## src/rtl/mult_acc_stage.sv

```systemverilog
// Frame accumulator behind the 16x16 multiplier: sums products until in_last, then
// presents sum/count/overflow through a registered valid/ready output. Optional MULT_ACC_SAT_EN.
module mult_acc_stage #(
    parameter int PROD_W = 32,
    parameter int ACC_W  = 40,
    parameter int LEN_W  = 8
) (
    input  logic              clk,
    input  logic              rst_n,
    input  logic              in_valid,
    output logic              in_ready,
    input  logic [PROD_W-1:0] in_product,
    input  logic              in_last,
    output logic              out_valid,
    input  logic              out_ready,
    output logic [ACC_W-1:0]  out_sum,
    output logic [LEN_W-1:0]  out_count,
    output logic              out_ovf
);

    logic [ACC_W-1:0] acc_reg;
    logic [LEN_W-1:0] cnt_reg;
    logic             ovf_reg;
    logic             first_reg;

    logic             out_valid_reg;
    logic [ACC_W-1:0] out_sum_reg;
    logic [LEN_W-1:0] out_count_reg;
    logic             out_ovf_reg;

    logic             accept;
    logic [ACC_W:0]   sum_wide;
    logic [ACC_W-1:0] acc_next;
    logic             nov;
    logic [LEN_W-1:0] cnt_next;

    // A held result blocks every beat, last or not, until it drains.
    assign in_ready = !out_valid_reg || out_ready;
    assign accept   = in_valid && in_ready;

    always_comb begin
        sum_wide = {1'b0, acc_reg} + (ACC_W+1)'(in_product);
        acc_next = sum_wide[ACC_W-1:0];
        nov      = 1'b0;
        if (first_reg) begin
            acc_next = ACC_W'(in_product);
        end else begin
            nov = sum_wide[ACC_W];
`ifdef MULT_ACC_SAT_EN
            // Once pinned at all-ones, further adds keep carrying, so the value sticks.
            if (sum_wide[ACC_W]) begin
                acc_next = '1;
            end
`endif
        end
        cnt_next = (cnt_reg == {LEN_W{1'b1}}) ? cnt_reg : cnt_reg + LEN_W'(1);
    end

    always_ff @(posedge clk or negedge rst_n) begin
        if (!rst_n) begin
            acc_reg       <= '0;
            cnt_reg       <= '0;
            ovf_reg       <= 1'b0;
            first_reg     <= 1'b1;
            out_valid_reg <= 1'b0;
            out_sum_reg   <= '0;
            out_count_reg <= '0;
            out_ovf_reg   <= 1'b0;
        end else begin
            if (accept && in_last) begin
                out_sum_reg   <= acc_next;
                out_count_reg <= cnt_next;
                out_ovf_reg   <= ovf_reg | nov;
                out_valid_reg <= 1'b1;
                acc_reg       <= '0;
                cnt_reg       <= '0;
                ovf_reg       <= 1'b0;
                first_reg     <= 1'b1;
            end else begin
                if (accept) begin
                    acc_reg   <= acc_next;
                    cnt_reg   <= cnt_next;
                    ovf_reg   <= ovf_reg | nov;
                    first_reg <= 1'b0;
                end
                if (out_valid_reg && out_ready) begin
                    out_valid_reg <= 1'b0;
                end
            end
        end
    end

    assign out_valid = out_valid_reg;
    assign out_sum   = out_sum_reg;
    assign out_count = out_count_reg;
    assign out_ovf   = out_ovf_reg;

endmodule

```

## config.mk

```make
export PLATFORM = sky130hd
export DESIGN_NAME = mult_acc_stage
export DESIGN_NICKNAME = d
export VERILOG_FILES = /design/src/rtl/mult_acc_stage.sv
export SDC_FILE = /design/constraint.sdc
export NUM_CORES = 1
export LEC_CHECK = 0
export BUFFER_PORTS_ARGS = -buffer_cell sky130_fd_sc_hd__buf_2
export CAP_MARGIN = 5
export CORE_UTILIZATION = 58
export DETAILED_ROUTE_END_ITERATION = 10
export PLACE_DENSITY = 0.82
export SKIP_CTS_REPAIR_TIMING = 1
export SLEW_MARGIN = 15
export SYNTH_ARGS = -nofsm -noshare
export SYNTH_HDL_FRONTEND = slang
export SYNTH_SLANG_ARGS = --single-unit
```

## constraint.sdc

```tcl
create_clock -name clk -period 3.56 [get_ports clk]
set_input_delay 0.356 -clock clk [delete_from_list [all_inputs] [get_ports clk]]
set_output_delay 0.356 -clock clk [all_outputs]
set_load 0.01 [all_outputs]
```

; ---- Word-level counts from Yosys, hierarchy flattened
; Index checks and enable logic that the tools add are counted.
[word_totals]
ff_bits = 100
inputBits = 37
output_inout_bits = 51
[classes]
add_sub_neg = 2
n_eq_ne = 1
mux = 13
bitwise_logic = 1
n_reduce_logical = 7
[ops]
columns = cell, n
row1 = $mux W40, 3
row2 = $add A40 B32 Y41, 1
row3 = $mux W8, 3
row4 = $add A8 B1 Y8 const B, 1
row5 = $eq A8 B8 Y1 const B, 1
row6 = $mux W1, 7
row7 = $reduce_bool A2 Y1, 2
row8 = $logic_and A1 B1 Y1, 3
row9 = $logic_not A1 Y1, 1
row10 = $logic_or A1 B1 Y1, 1
row11 = $or A1 B1 Y1, 1

; ---- Longest topological paths before layout
[logic_depth]
ltp_word = 5
depth_mapped = 12
ltp_nobuf = 11

; ---- Least setup slack after synthesis
; OpenSTA, ideal clock, no wires.
[synth_path]
kind = in2reg
startpoint = input in_product[0]
endpoint = register out_sum_reg[24], in the netlist out_sum[24]
setup_ps = 125
t_arrival_ps = 2720
t_required_ps = 3435
setup_slack_ps = 715
path_stages = 11
path_cell_list = ha_1 fa_1 a211o_1 o211ai_1 o21ai_0 o2111ai_1 o21ai_1 a41oi_1 xor2_1 o21ai_0 mux2_2
[synth_between]
elab_chain_cells = 2
[synth_rtl]
columns = item, line_no
row1 = "start, declared", 12  ; input logic [PROD_W-1:0] in_product,
row2 = $add A40 B32 Y41, 42  ; sum_wide = {1'b0, acc_reg} + (ACC_W+1)'(in_product);
row3 = $mux W40, 45  ; if (first_reg) begin
row4 = "end signal, assigned", 71  ; out_sum_reg <= acc_next;
row5 = "end, declared", 27  ; logic [ACC_W-1:0] out_sum_reg;
; No other way between the ends.
; A chain may end at the register's enable or synchronous reset.

; ---- Final worst setup path
[layout_path]
startpoint = register acc_reg[0]
endpoint = register out_sum_reg[24], in the netlist out_sum[24]
[layout_between]
elab_chain_cells = 2
[layout_rtl]
columns = item, line_no
row1 = "start, declared", 21  ; logic [ACC_W-1:0] acc_reg;
row2 = "start signal, assigned", 81  ; acc_reg <= acc_next;
row3 = $add A40 B32 Y41, 42
row4 = $mux W40, 45
; No other way between the ends.

==> out/qor.yml <==
setup_path:
  rrSetupSlack_ns: 0.38
  end_kind: "flop"
  cp_cell_sequence: "ha_1, fa_1, a211o_1, o211ai_1, o21ai_0, o2111ai_1, o21ai_1, a41oi_1, xor2_1, o21ai_0, mux2_2"
  cp_max_fo: 3
  slowest_delay_ns: 0.43
  r2r_cells: 11
  cp_data_arrival_time_ns: 3.47
  regToRegStartpoint: "acc_reg[0]"
  cp-start-kind: "flop"
  critPathSlowestCell: "fa_1"
  criticalPathCategory: "reg2reg"
  cp.required_ns: 3.86
  regToRegEndpoint: "out_sum[24]"
  critPathMostFrequentCell: "o21ai_0"
floorplan:
  die_x_um: 106
  num_io_pins: 88
  coreArea_um2: 10400
  fp.dieH_um: 106
  rows: 37
  fp.dieArea_um2: 11300
  start_util_pct: 60.5
timing:
  min_period_ns: 3.18
  hold_viol: 0
  fmax_mhz: 315
  finalClockSkew_ns: 0.0161
  slew_headroom_pct: 52.3
  rsz0062_at_grt: "false"
  finalWorstSetupSlack_ns: 0.382
  finalSetupViolCount: 0
  fin_crit_sh_pct: 89.3
  tns_ns: 0
  timing.hold.ws_ns: 0.00998
  tightest_slew_ns: 0.716
  slew_violations: 0
detailed_routing:
  vias: 5738
  drtPass1Iterations: 5
  wl_mm: 16.4
  routedWlPerCell_um: 17.7
  drc_errors: 0
  dr.first_iter.drc_count: 394
  vias_per_cell: 6.18
  ant_nets: 0
cts:
  insertion_delay_ns: 0.40
  clock-sinks: 100
  clock-root-buffer: "clkbuf_8"
  cts_buffers: 9
  clkTransAtPathRegs_ns: 0.11
  cts_buffer_depth: 2
  cts_max_level: 3
  cts_tree: "yes"
global_route:
  grt_pass1_wl_mm: 27.0
  grt_pass1_vias: 5468
  grt_max_degree: 56
  grt_use_total_pct: 30.4
  antenna_found_initial: 0
  overflow: 0
placement:
  port_buffers: 87
  hpwl_mm: 11.9
  place_ws_ns: 0.339
  gp_congestion: 0.941
yosys:
  synth-seq-area-share_pct: 39.8
  synth.distinct_cells: 62
  synth_edf_count: 0
  synth-seq-cells: 100
  synth_nets: 792
  synthCells: 721
  synth_top_area_share_pct: 39.3
  yosys_warnings: 0
  synth_ff_type: "dfrtp_1"
  synthesis.area_um2: 6300
  yosysTopAreaCell: "dfrtp_1"
  synth_area_leaders: "dfrtp_1, o21ai_0, nand2_1, ha_1, a21oi_1"
  async_flop_share_pct: 100
  postSynthAreaPerCell_um2: 8.73
final_layout:
  post-route-util_pct: 67.5
  areaGrowthSynthToFinish_pct: 11.7
  nNetsFinal: 858
  final_common_cell: "nand2_1"
  layout_common_cells: "nand2_1, dfrtp_1, o21ai_0"
  diodes: 0
  drive_gt1_share_pct: 17.6
job:
  drv_cap: 0
power_and_ir_drop:
  ir_drop_mv: 0.500
  power_density_nw_per_um2: 641
  p_total_mw: 4.51
  leakage_nw: 3.36
status:
  status: "finished clean"
min_path:
  hold_class: "in2async"
## cells in the mapped netlist, types with 8 or more instances
master / count
inv_1: 13
a22o_1: 12
nor2_1: 36
o31ai_1: 18
a21o_1: 17
xor2_1: 11
ha_1: 33
a21oi_1: 51
nand3_1: 16
dfrtp_1: 99
mux2_2: 11
a31oi_1: 9
nor3_1: 17
xnor2_1: 21
mux2i_1: 12
clkbuf_1: 35
or3_1: 9
o21ai_0: 88
nand2_1: 112
nor2b_1: 8
## worst max-delay path: cells and delay by family (launching register included)
family,cells,cell delay [ns]
fa+ha+maj,2,0.65
mux,1,0.28
compound gates,7,1.56
xor+xnor,1,0.17
flops,1,0.41
## through the flow
stage	std cells	instance area, um2
floorplan	721	6300
global placement	912	6820
detailed placement	912	6820
CTS	928	7030
global route	928	7030
finish	928	7030
## worst max-delay path by stage
stage | slack, ns | to | cells after the start | startpoint
3_3_place_gp | 0.41 | out_sum[24] | 12 | in_product[0]
5_1_grt | 0.23 | out_sum[24] | 11 | acc_reg[0]
3_5_place_dp | 0.34 | out_sum[24] | 12 | in_product[0]
6_report | 0.38 | out_sum[24] | 11 | acc_reg[0]
4_1_cts | 0.42 | out_sum[24] | 11 | acc_reg[0]
2_1_floorplan | 0.72 | out_sum[24] | 11 | in_product[0]
## report_power, final
part	internal, mW	total, mW	leakage (nW)	switching [mW]
Combinational	0.868	2.09	1.97	1.22
Sequential	1.44	1.63	1.29	0.198
Clock	0.368	0.789	0.103	0.421
## kinds of logic (layout without fill, tap and decap cells)
kind of cell	after synthesis	after routing	share of synthesized area, %
mux	23	23	3.87
compound gates	242	242	24.4
flops	100	100	39.8
xor+xnor	32	32	4.45
fa+ha+maj	34	34	6.87
simple gates	235	235	17.3
buf+inv	55	126	3.34
## cell type report
class / count / area [um2]
Multi-Input combinational cell: 566 / 3590
Fill cell: 869 / 3380
Sequential cell: 100 / 2500
Timing Repair Buffer: 97 / 513
Tap cell: 136 / 170
Clock buffer: 12 / 155
Clock inverter: 4 / 55.1
Inverter: 13 / 48.8
## routing by layer
metal | vias to the layer above | wire length, um | global-route usage, %
met2 | 211 | 7810 | 49.4
met3 | 30 | 954 | 5.52
met1 | 2752 | 7270 | 40.4
li1 | 2745 | - | -
met4 | 0 | 358 | 11.5
met5 | - | 0 | 0
(Power assumes the default switching activity.)
